<file path="config.mk">
export PLATFORM = sky130hd
export DESIGN_NAME = led_chaser
export DESIGN_NICKNAME = d
export VERILOG_FILES = /design/src/rtl/chaser_pkg.sv /design/src/rtl/btn_debounce.sv /design/src/rtl/led_chaser.sv
export SDC_FILE = /design/constraint.sdc
export NUM_CORES = 1
export LEC_CHECK = 0
export ABC_AREA = 0
export CORE_ASPECT_RATIO = 0.7
export CORE_UTILIZATION = 35
export DETAILED_ROUTE_END_ITERATION = 8
export MAX_ROUTING_LAYER = met4
export PLACE_DENSITY_LB_ADDON = 0.15
export SYNTH_ARGS = -nofsm -noshare
export SYNTH_HDL_FRONTEND = slang
export SYNTH_SLANG_ARGS = --single-unit
</file>
<file path="constraint.sdc">
create_clock -name CLOCK_50 -period 3.15 [get_ports CLOCK_50]
set_input_delay 0.315 -clock CLOCK_50 [delete_from_list [all_inputs] [get_ports CLOCK_50]]
set_output_delay 0.315 -clock CLOCK_50 [all_outputs]
set_load 0.02 [all_outputs]
</file>
<file path="src/rtl/chaser_pkg.sv">
// Shared encodings and defaults for the LED chaser and its button debouncers.
// Latency: n/a (package only).
// Backpressure: n/a (package only).
package chaser_pkg;

  // Direction encodings: LEFT moves the lit bit toward the MSB.
  localparam logic DIR_LEFT  = 1'b1;
  localparam logic DIR_RIGHT = 1'b0;

  // Mode encodings; bounce is only honoured when CHASER_BOUNCE_EN is defined.
  localparam logic MODE_ROTATE = 1'b0;
  localparam logic MODE_BOUNCE = 1'b1;

  // Default debounce window in clocks (1 ms at 50 MHz).
  localparam logic [15:0] DB_CYCLES_DEFAULT = 16'd50000;

  // True when exactly one bit of v is set (v is zero-extended by callers).
  function automatic logic is_onehot(input logic [31:0] v);
    return (v != 32'd0) && ((v & (v - 32'd1)) == 32'd0);
  endfunction

endpackage

</file>
<file path="src/rtl/btn_debounce.sv">
// Pushbutton conditioner: 2-flop synchronizer, stability debouncer, press pulse.
// Latency: press pulses DB_CYCLES+1 clocks after the raw input settles low.
// Backpressure: none; the input is sampled every clock.
// Ports: clk, rst (async active-high), btn_n (raw active-low button),
//        press (one-cycle pulse on a debounced 1->0 transition).
module btn_debounce
  import chaser_pkg::*;
#(
  parameter logic [15:0] DB_CYCLES = DB_CYCLES_DEFAULT
) (
  input  logic clk,
  input  logic rst,
  input  logic btn_n,
  output logic press
);

  logic        sync1_q, sync1_d;
  logic        sync2_q, sync2_d;
  logic        stable_q, stable_d;
  logic [15:0] cnt_q, cnt_d;
  logic [1:0]  fill_q, fill_d;
  logic        armed_q, armed_d;
  logic        differ;
  logic        done;

  always_comb begin
    sync1_d  = btn_n;
    sync2_d  = sync1_q;
    differ   = (sync2_q != stable_q);
    done     = differ && (cnt_q == (DB_CYCLES - 16'd1));
    cnt_d    = 16'd0;
    stable_d = stable_q;
    if (differ) begin
      cnt_d = done ? 16'd0 : (cnt_q + 16'd1);
    end
    if (done) begin
      stable_d = sync2_q;
    end
    // fill_q[1] marks the point where sync2_q carries the real pin value
    // rather than its reset value. A button already held at that point
    // must be seen released before any press counts.
    fill_d  = {fill_q[0], 1'b1};
    armed_d = armed_q | (fill_q[1] & sync2_q);
    // Pulse in the cycle the stable level is about to fall.
    press   = done & stable_q & armed_q;
  end

  always_ff @(posedge clk or posedge rst) begin
    if (rst) begin
      sync1_q  <= 1'b1;
      sync2_q  <= 1'b1;
      stable_q <= 1'b1;
      cnt_q    <= 16'd0;
      fill_q   <= 2'b00;
      armed_q  <= 1'b0;
    end else begin
      sync1_q  <= sync1_d;
      sync2_q  <= sync2_d;
      stable_q <= stable_d;
      cnt_q    <= cnt_d;
      fill_q   <= fill_d;
      armed_q  <= armed_d;
    end
  end

endmodule

</file>
<file path="src/rtl/led_chaser.sv">
// One-hot LED chaser stepped by a prescaler tick or a debounced step button.
// Latency: LEDS/dir update on the clock after an advance; press adds DB_CYCLES+1.
// Backpressure: none; every advance event is applied immediately.
// Ports: CLOCK_50, RESET (async active-high), step_n/dir_n (raw active-low
//        buttons), run, mode (0 rotate / 1 bounce), LEDS, dir, tick.
// Optional: define CHASER_BOUNCE_EN to honour mode=1 (bounce at the ends);
//           without it mode is ignored and the chaser always rotates.
module led_chaser
  import chaser_pkg::*;
#(
  parameter int          WIDTH     = 4,
  parameter int          DIV_BITS  = 21,
  parameter logic [15:0] DB_CYCLES = DB_CYCLES_DEFAULT
) (
  input  logic             CLOCK_50,
  input  logic             RESET,
  input  logic             step_n,
  input  logic             dir_n,
  input  logic             run,
  input  logic             mode,
  output logic [WIDTH-1:0] LEDS,
  output logic             dir,
  output logic             tick
);

  logic [DIV_BITS-1:0] pre_q, pre_d;
  logic                tick_q, tick_d;
  logic [WIDTH-1:0]    leds_q, leds_d;
  logic                dir_q, dir_d;
  logic                step_press;
  logic                dir_press;
  logic                advance;

  btn_debounce #(.DB_CYCLES(DB_CYCLES)) u_step_db (
    .clk   (CLOCK_50),
    .rst   (RESET),
    .btn_n (step_n),
    .press (step_press)
  );

  btn_debounce #(.DB_CYCLES(DB_CYCLES)) u_dir_db (
    .clk   (CLOCK_50),
    .rst   (RESET),
    .btn_n (dir_n),
    .press (dir_press)
  );

`ifndef CHASER_BOUNCE_EN
  logic unused_mode;
  assign unused_mode = mode;
`endif

  always_comb begin
    pre_d = pre_q + DIV_BITS'(1);
    // Registered tick is high while pre_q holds the all-ones count.
    tick_d = &pre_d;
    advance = (run & tick_q) | step_press;
    // A coincident direction press is applied before the step.
    dir_d  = dir_q ^ dir_press;
    leds_d = leds_q;
    if (!is_onehot(32'(leds_q))) begin
      leds_d = WIDTH'(1);
    end else if (advance) begin
`ifdef CHASER_BOUNCE_EN
      if ((mode == MODE_BOUNCE) &&
          (((dir_d == DIR_LEFT) && leds_q[WIDTH-1]) ||
           ((dir_d == DIR_RIGHT) && leds_q[0]))) begin
        dir_d = ~dir_d;
      end
`endif
      if (dir_d == DIR_LEFT) begin
        leds_d = {leds_q[WIDTH-2:0], leds_q[WIDTH-1]};
      end else begin
        leds_d = {leds_q[0], leds_q[WIDTH-1:1]};
      end
    end
  end

  always_ff @(posedge CLOCK_50 or posedge RESET) begin
    if (RESET) begin
      pre_q  <= '0;
      tick_q <= 1'b0;
      leds_q <= WIDTH'(1);
      dir_q  <= DIR_RIGHT;
    end else begin
      pre_q  <= pre_d;
      tick_q <= tick_d;
      leds_q <= leds_d;
      dir_q  <= dir_d;
    end
  end

  assign LEDS = leds_q;
  assign dir  = dir_q;
  assign tick = tick_q;

endmodule

</file>
Word level (Yosys, flattened, before mapping)
Index checks and enable logic that the tools add are counted.
{ "op_classes": {"n_addsub": 4, "mul": 0, "n_div": 0, "magnitude_cmp": 0, "eq_ne": 5, "n_shift": 0, "muxes": 7, "bitwise": 12, "n_reduce_logical": 6} }
{ "ops": {"columns": ["operator", "n"], "rows": [
  ["$mux W16", 4],
  ["$add A16 B1 Y16 const B", 2],
  ["$and A4 B32 Y32", 1],
  ["$eq A16 B16 Y1 const B", 2],
  ["$logic_not A32 Y1", 1],
  ["$add A21 B1 Y21 const B", 1],
  ["$reduce_and A21 Y1", 1],
  ["$mux W4", 3],
  ["$and A1 B1 Y1", 7],
  ["$sub A4 B1 Y5 const B", 1],
  ["$reduce_bool A4 Y1", 1],
  ["$logic_and A1 B1 Y1", 3],
  ["$or A1 B1 Y1", 3],
  ["$ne A1 B1 Y1", 2],
  ["$ne A2 B2 Y1 const B", 1],
  ["$xor A1 B1 Y1", 1]
]} }
{ "word_totals": {"reg_bits": 71, "latchBits": 0, "ramBits": 0, "mem_bits_ro": 0, "input_bits": 6, "output_inout_bits": 6, "elab_cells": 50, "n_memories": 0} }

Longest topological paths before layout
Gate-level depths: netlist of run 1.
{ "logic_depth": {"word_depth": 8, "depth_mapped": 7, "ltp_nobuf": 7} }

Cells and area by module
Synthesis of run 1 repeated with hierarchy kept, for this count alone.
{ "hier_totals": {"hier_cells": 338, "hier_area_um2": 3589.7} }
{ "modules_own_cells": {"columns": ["module", "n_inst", "cells_each", "area_each_um2", "seq_area_each_um2"], "rows": [
  ["btn_debounce", 2, 94, 1034.7, 554.3],
  ["led_chaser", 1, 150, 1520.2, 676.9]
]} }

Worst setup path after synthesis of run 1
OpenSTA, ideal clock, no wires.
{ "synth_path": {"path_kind": "reg2reg", "start": "reg u_dir_db.cnt_q[5]", "end": "reg leds_q[2] (netlist: LEDS[2])", "setup_time_ns": 0.126, "t_arrival_ns": 2.237, "t_required_ns": 3.024, "slack_ns": 0.787, "stages_incl_launch_ff": 7, "n_path_buf": 0, "period_less_slack_ns": 2.363, "cell_sequence": "dfrtp_1 or4b_1 or4_4 nor3_4 xor2_4 nor3_1 a221o_1"} }
{ "synth_between": {"elab_chain_len": 8} }
{ "synth_lines": {"columns": ["element", "line_no", "rtl"], "rows": [
  ["from (decl)", "btn_debounce.sv:20", "logic [15:0] cnt_q, cnt_d;"],
  ["from (signal assigned)", "btn_debounce.sv:60", "cnt_q <= cnt_d;"],
  ["$eq A16 B16 Y1", "btn_debounce.sv:30", "done = differ && (cnt_q == (DB_CYCLES - 16'd1));"],
  ["$logic_and A1 B1 Y1", "btn_debounce.sv:30", null],
  ["$and A1 B1 Y1 (2 in a row)", "btn_debounce.sv:45", "press = done & stable_q & armed_q;"],
  ["$xor A1 B1 Y1", "led_chaser.sv:59", "dir_d = dir_q ^ dir_press;"],
  ["net dir_d", "led_chaser.sv:29", "logic dir_q, dir_d;"],
  ["$mux W4", "led_chaser.sv:71", "if (dir_d == DIR_LEFT) begin"],
  ["$mux W4", "led_chaser.sv:63", "end else if (advance) begin"],
  ["$mux W4", "led_chaser.sv:61", "if (!is_onehot(32'(leds_q))) begin"],
  ["to (signal assigned)", "led_chaser.sv:88", "leds_q <= leds_d;"],
  ["to (decl)", "led_chaser.sv:28", "logic [WIDTH-1:0] leds_q, leds_d;"]
]} }
The timed path passes the listed nets, and every way through them passes these cells. The select of a mux whose other input is x is not followed.
A chain may end at the register's enable or synchronous reset.

Worst setup path in the final report of run 1
Ends and elaborated chain as after synthesis.

==> results of run 1 <==
## Yosys cell counts, types with 2 or more instances
cell type	count	area, sq um
a22o_1	2	17.5
a21oi_1	2	10.0
nand4_1	10	62.6
ha_1	5	62.6
dfrtp_1	62	1550
and4_1	2	17.5
nor2_1	43	161
nand2b_1	3	18.8
nor4_1	5	31.3
and3_1	9	56.3
a21o_1	2	15.0
xnor2_1	27	236
clkbuf_1	3	11.3
or4b_1	2	20.0
nand2_1	26	97.6
nor3b_1	2	15.0
xor2_1	22	193
dfstp_2	7	184
or4b_2	2	20.0
nor3_1	12	60.1
nand3_1	19	95.1
mux2i_1	3	30.0
inv_1	8	30.0
mux2_2	2	22.5
## worst max path at each step
stage / startpoint / depth (start not counted) / slack [ns] / to
2_1_floorplan: u_dir_db.cnt_q[5]$_DFF_PP0_ / 6 / 0.79 / LEDS[2]$_DFFE_PP0P_
3_3_place_gp: u_dir_db.cnt_q[5]$_DFF_PP0_ / 6 / 0.68 / LEDS[2]$_DFFE_PP0P_
3_5_place_dp: u_dir_db.cnt_q[5]$_DFF_PP0_ / 6 / 0.68 / LEDS[2]$_DFFE_PP0P_
4_1_cts: u_dir_db.cnt_q[5]$_DFF_PP0_ / 6 / 0.67 / LEDS[2]$_DFFE_PP0P_
5_1_grt: u_dir_db.cnt_q[5]$_DFF_PP0_ / 6 / 0.57 / LEDS[2]$_DFFE_PP0P_
6_report: u_dir_db.cnt_q[5]$_DFF_PP0_ / 6 / 0.68 / LEDS[2]$_DFFE_PP0P_
## state kept, by name, indices dropped and copies added (netlist names), 2 cells and up
register         count
u_dir_db.fill_q      2
u_dir_db.cnt_q      16
LEDS                 4
u_step_db.cnt_q     16
pre_q               21
## metal layers
metal	track usage (%)	vias to the layer above
li1	-	1077
met1	19.5	1030
met4	4.94	0
met3	5.55	5
met5	-	-
met2	19.6	42
## through the flow
step	utilization [%]	instance area [sq um]	setup slack, ns	power [mW]	hold slack [ns]
final	43.7	3790	0.678	1.97	0.330
after global routing	43.7	3790	0.568	2.05	0.365
after CTS	43.7	3790	0.666	2.01	0.334
after detailed placement	40.1	3490	0.676	0.967	0.346
after global placement	40.1	3490	0.675	0.967	0.333
after floorplan	-	3220	0.787	0.947	0.319
## final cells by class
| cell class | count | area share (%) |
|---|---|---|
| Multi-Input combinational cell | 221 | 38.0 |
| Inverter | 8 | 0.791 |
| Timing Repair Buffer | 12 | 3.36 |
| Clock buffer | 10 | 6.30 |
| Clock inverter | 6 | 1.85 |
| Sequential cell | 69 | 45.7 |
| Tap cell | 120 | 3.96 |
## power groups by stage
stage / Combinational (mW) / Sequential [mW] / Clock, mW
floorplan: 0.0278 / 0.919 / 0
global placement: 0.0462 / 0.921 / 0
detailed placement: 0.0460 / 0.921 / 0
CTS: 0.0464 / 0.905 / 1.06
global route: 0.0520 / 0.907 / 1.09
finish: 0.0438 / 0.906 / 1.02
## worst max-delay path, stage by stage (launching register included)
cell and delay, ns:
dfrtp_1 0.41, or4b_1 0.52, or4_4 0.53, nor3_4 0.28, xor2_4 0.27, nor3_1 0.10, a221o_1 0.26
## logic make-up (layout without fill, tap and decap cells)
family                   count (synthesis)  count (layout)
multiplexers                             5               5
AND/OR/NAND/NOR                        146             146
adder cells (fa/ha/maj)                  5               5
AO/OA/AOI/OAI                           14              14
XOR/XNOR                                50              50
buffers and inverters                   11              36
flip-flops                              69              69
other                                    1               1
==> flow_summary.yaml, run 1 <==
yosys:
  yosysSeqAreaShare_pct: 53.9
  synth_cell_type_count: 45
  ys_ff_latch: 69
  synth_xor_area_share_pct: 14.2
  synth-compound-area-share_pct: 3.19
  synthCells: 301
  synth-main-ff-cell: "dfrtp_1"
  synth_edf_count: 0
  muxShareOfSynthArea_pct: 1.63
  yosys_warnings: 0
  synthAdderAreaFrac_pct: 1.94
  syn_area_sq_um: 3220
  synth_area_per_cell_sq_um: 10.7
  synth_nets: 312
  yosys.area_share.simple_pct: 23.7
  synth_top_family_by_area: "simple AND/OR/NAND/NOR gates"
  async_flop_share_pct: 100
floorplanning:
  placementRows: 28
  core_area_sq_um: 8690
  die_w_um: 117
  die_h_um: 82.2
  die_area_sq_um: 9590
  start_util_pct: 37.1
  ios: 12
route:
  routed_wl_um: 5700
  wl_per_cell_um: 12.8
  drc: 0
  highest_layer: "met4"
  vias_per_cell: 4.83
  wl_met1_um: 3100
  wl_met2_um: 2290
  drtPass1Iterations: 4
  drtAntennaViolNets: 0
  wl_met3_um: 248
  via_count: 2154
  drtIter0Drc: 153
global_route:
  first_global_vias: 2094
  grt_overflow: 0
  antenna_found_initial: 0
  grt_max_degree: 49
  grt_pass1_wl_um: 10100
  track_usage_pct: 14.5
finish:
  final_common_cell: "dfrtp_1"
  fillers: 866
  layout.area.seq_sq_um: 1740
  final_cell_mix: "dfrtp_1, nor2_1, xnor2_1"
  fin_nets: 332
  multi_input_area_sq_um: 1440
  instances_no_fill: 446
  diodes: 0
  drive_gt1_share_pct: 11.3
  area_growth_pct: 17.9
worst_setup_path:
  r2r-start: "u_dir_db.cnt_q[5]$_DFF_PP0_"
  critPathMaxFanout: 6
  r2r_end: "LEDS[2]$_DFFE_PP0P_"
  r2r_setup_slack_ns: 0.68
  critical_path_class: "reg -> reg"
  start_kind: "flip-flop"
  arrival_ns: 2.68
  endpoint_kind: "flip-flop"
  cp.required_ns: 3.36
  reg2reg_depth: 6
clocking:
  insertion_delay_ns: 0.33
  clock_sinks: 69
  cts_resized: 0
  cts_hold_buf: 0
  cts_buffers: 9
  cts_htree_levels: 3
  postCtsSetupBuffers: 0
  root_buffer: "clkbuf_16"
  clk_pin_slew_ns: 0.06
  cts_tree: "done"
  cts.path.max_buffers: 2
sta:
  slew_headroom_pct: 65.9
  tightest_slew_ns: 0.510
  timing.final.crit_share_pct: 78.5
  finalHoldViolCount: 0
  slew_viol_final: 0
  setup_violations: 0
  fin_tns_setup_ns: 0
  fin_worst_skew_ns: 0.00386
  finalCriticalPeriod_ns: 2.47
  clock.fmax_mhz: 405
  rsz0062_at_grt: "false"
hold_path:
  hold_class: "in -> async"
job:
  drv_cap: 0
power_and_ir_drop:
  clock_power_share_pct: 51.8
  swShare_pct: 21.2
  p_switching_mw: 0.417
  p_per_area_nw_per_um2: 519
  leakagePower_nw: 1.61
  power_frac_comb_pct: 2.2
  vdd_drop_max_v: 0.000241
  intPower_mw: 1.55
  pwr-share-seq_pct: 46.0
placement:
  dp_cells: 430
  gp_routability_congestion: 0.795
  post-dp-hpwl_um: 3880
  port_buffers: 10
outcome:
  outcome: "completed"
No activity file was read; power rests on OpenSTA's default activity.
==> run 2, diff against run 1 <==
==> constraint.sdc (replaced) <==
create_clock -name CLOCK_50 -period 2.6 [get_ports CLOCK_50]
set_input_delay 0.26 -clock CLOCK_50 [delete_from_list [all_inputs] [get_ports CLOCK_50]]
set_output_delay 0.26 -clock CLOCK_50 [all_outputs]
set_load 0.02 [all_outputs]
==> flow_summary.yaml, run 2 (same netlist as run 1, synthesis figures left out) <==
worst_setup_path:
  arrival_ns: 2.65
  r2r_setup_slack_ns: 0.15
  start_kind: "flip-flop"
  endpoint_kind: "flip-flop"
  cp.required_ns: 2.81
  critical_path_class: "reg -> reg"
  critPathMaxFanout: 6
sta:
  finalHoldViolCount: 0
  clock.fmax_mhz: 409
  rsz0062_at_grt: "false"
  hold-worst-slack_ns: 0.345
  slew_headroom_pct: 66.5
  fin_worst_skew_ns: 0.00659
  finalCriticalPeriod_ns: 2.45
  timing.final.crit_share_pct: 94.1
  setup_violations: 0
  fin_tns_setup_ns: 0
  tightest_slew_ns: 0.502
  slew_viol_final: 0
global_route:
  antenna_found_initial: 0
  first_global_vias: 2161
  track_usage_pct: 14.5
  grt_max_degree: 38
  grt_pass1_wl_um: 10200
  grt_overflow: 0
floorplanning:
  placementRows: 28
  die_h_um: 82.2
  core_area_sq_um: 8690
  ios: 12
  die_w_um: 117
  start_util_pct: 37.1
  die_area_sq_um: 9590
power_and_ir_drop:
  clock_power_share_pct: 48.7
  leakagePower_nw: 1.60
  power_frac_comb_pct: 2.3
  intPower_mw: 1.78
  p_switching_mw: 0.464
  vdd_drop_max_v: 0.000340
  swShare_pct: 20.7
  p_per_area_nw_per_um2: 597
  pwr-share-seq_pct: 49.0
outcome:
  outcome: "completed"
clocking:
  clock_sinks: 69
  cts_htree_levels: 3
  cts_hold_buf: 0
  postCtsSetupBuffers: 0
  insertion_delay_ns: 0.33
  cts.path.max_buffers: 2
  cts_resized: 0
  cts_tree: "done"
  root_buffer: "clkbuf_16"
  cts_buffers: 9
  clk_pin_slew_ns: 0.05
job:
  drv_cap: 0
route:
  drtPass1Iterations: 4
  drtIter0Drc: 103
  vias_per_cell: 4.77
  wl_per_cell_um: 12.7
  drtAntennaViolNets: 0
  via_count: 2137
  drc: 0
  routed_wl_um: 5710
finish:
  fin_nets: 334
  multi_input_area_sq_um: 1440
  top_regs: "pre_q x21, u_dir_db.cnt_q x16, u_step_db.cnt_q x16"
  diodes: 0
  fillers: 855
  top_register: "pre_q"
  final_cell_mix: "dfrtp_1, nor2_1, xnor2_1"
  layout.area.seq_sq_um: 1740
  area_growth_pct: 16.6
  drive_gt1_share_pct: 10.7
  final_common_cell: "dfrtp_1"
  largest_reg_flops: 21
placement:
  post-dp-hpwl_um: 3940
  gp_routability_congestion: 0.788
  port_buffers: 10
hold_path:
  hold_class: "in -> async"
==> run 2: cell count changes in the layout (fill, tap and decap cells not counted), sizes merged <==
cell,previous run,this run
inv,9,8
buf,2,4
clkinvlp,3,0
clkinv,1,2
bufinv,1,0
clkbuf,10,14
==> run 2: power groups by stage <==
| stage | logic [mW] | clock network (mW) | registers, mW |
|---|---|---|---|
| floorplan | 0.0337 | 0 | 1.11 |
| global placement | 0.0547 | 0 | 1.12 |
| detailed placement | 0.0544 | 0 | 1.12 |
| CTS | 0.0546 | 1.12 | 1.10 |
| global route | 0.0619 | 1.17 | 1.10 |
| finish | 0.0515 | 1.09 | 1.10 |
==> run 2: area by class of cell <==
type,instances,area share [%]
tap,120,4.00
timing repair buffer,14,3.47
inverter,8,0.800
sequential,69,46.2
clock buffer,14,6.77
clock inverter,2,0.267
multi-input combinational,221,38.4
==> run 2: path summary, 6_finish.rpt <==
kind                                         startpoint                           end  cells after the start
setup / recovery           u_dir_db.cnt_q[10]$_DFF_PP0_           LEDS[2]$_DFFE_PP0P_                      6
hold / removal                                    RESET   u_dir_db.cnt_q[1]$_DFF_PP0_                      3
setup reg to reg           u_dir_db.cnt_q[10]$_DFF_PP0_           LEDS[2]$_DFFE_PP0P_                      6
hold reg to reg            u_dir_db.fill_q[0]$_DFF_PP0_  u_dir_db.fill_q[1]$_DFF_PP0_                      0
max in group asynchronous                         RESET   u_step_db.sync1_q$_DFF_PP1_                      3
min in group CLOCK_50                             dir_n    u_dir_db.sync1_q$_DFF_PP1_                      1
==> run 2: metal layers <==
metal	GRT usage, %	share of wire (%)	vias up	wire (um)
met5	-	0	-	0
met4	5.82	1.3	0	76
met3	5.18	3.9	7	221
met2	20.1	41	22	2330
met1	19.3	54	1028	3080
li1	-	-	1080	-
==> run 2: critical path, cell delays in order (launching register included) <==
cell and delay, ns:
dfrtp_1 0.40, or4b_1 0.52, or4_4 0.53, nor3_4 0.28, xor2_4 0.26, nor3_1 0.09, a221o_1 0.26
==> run 2: through the flow <==
stage          util [%]  worst slack, ns  instances  cell area, sq um  power [mW]
2_1_floorplan         -            0.237        301              3220        1.15
3_5_place_dp       40.1            0.142        432              3490        1.17
4_1_cts            43.2            0.131        448              3750        2.27
6_report           43.2            0.154        448              3750        2.24
5_1_grt            43.2           0.0378        448              3750        2.33
3_3_place_gp       40.1            0.173        432              3490        1.17
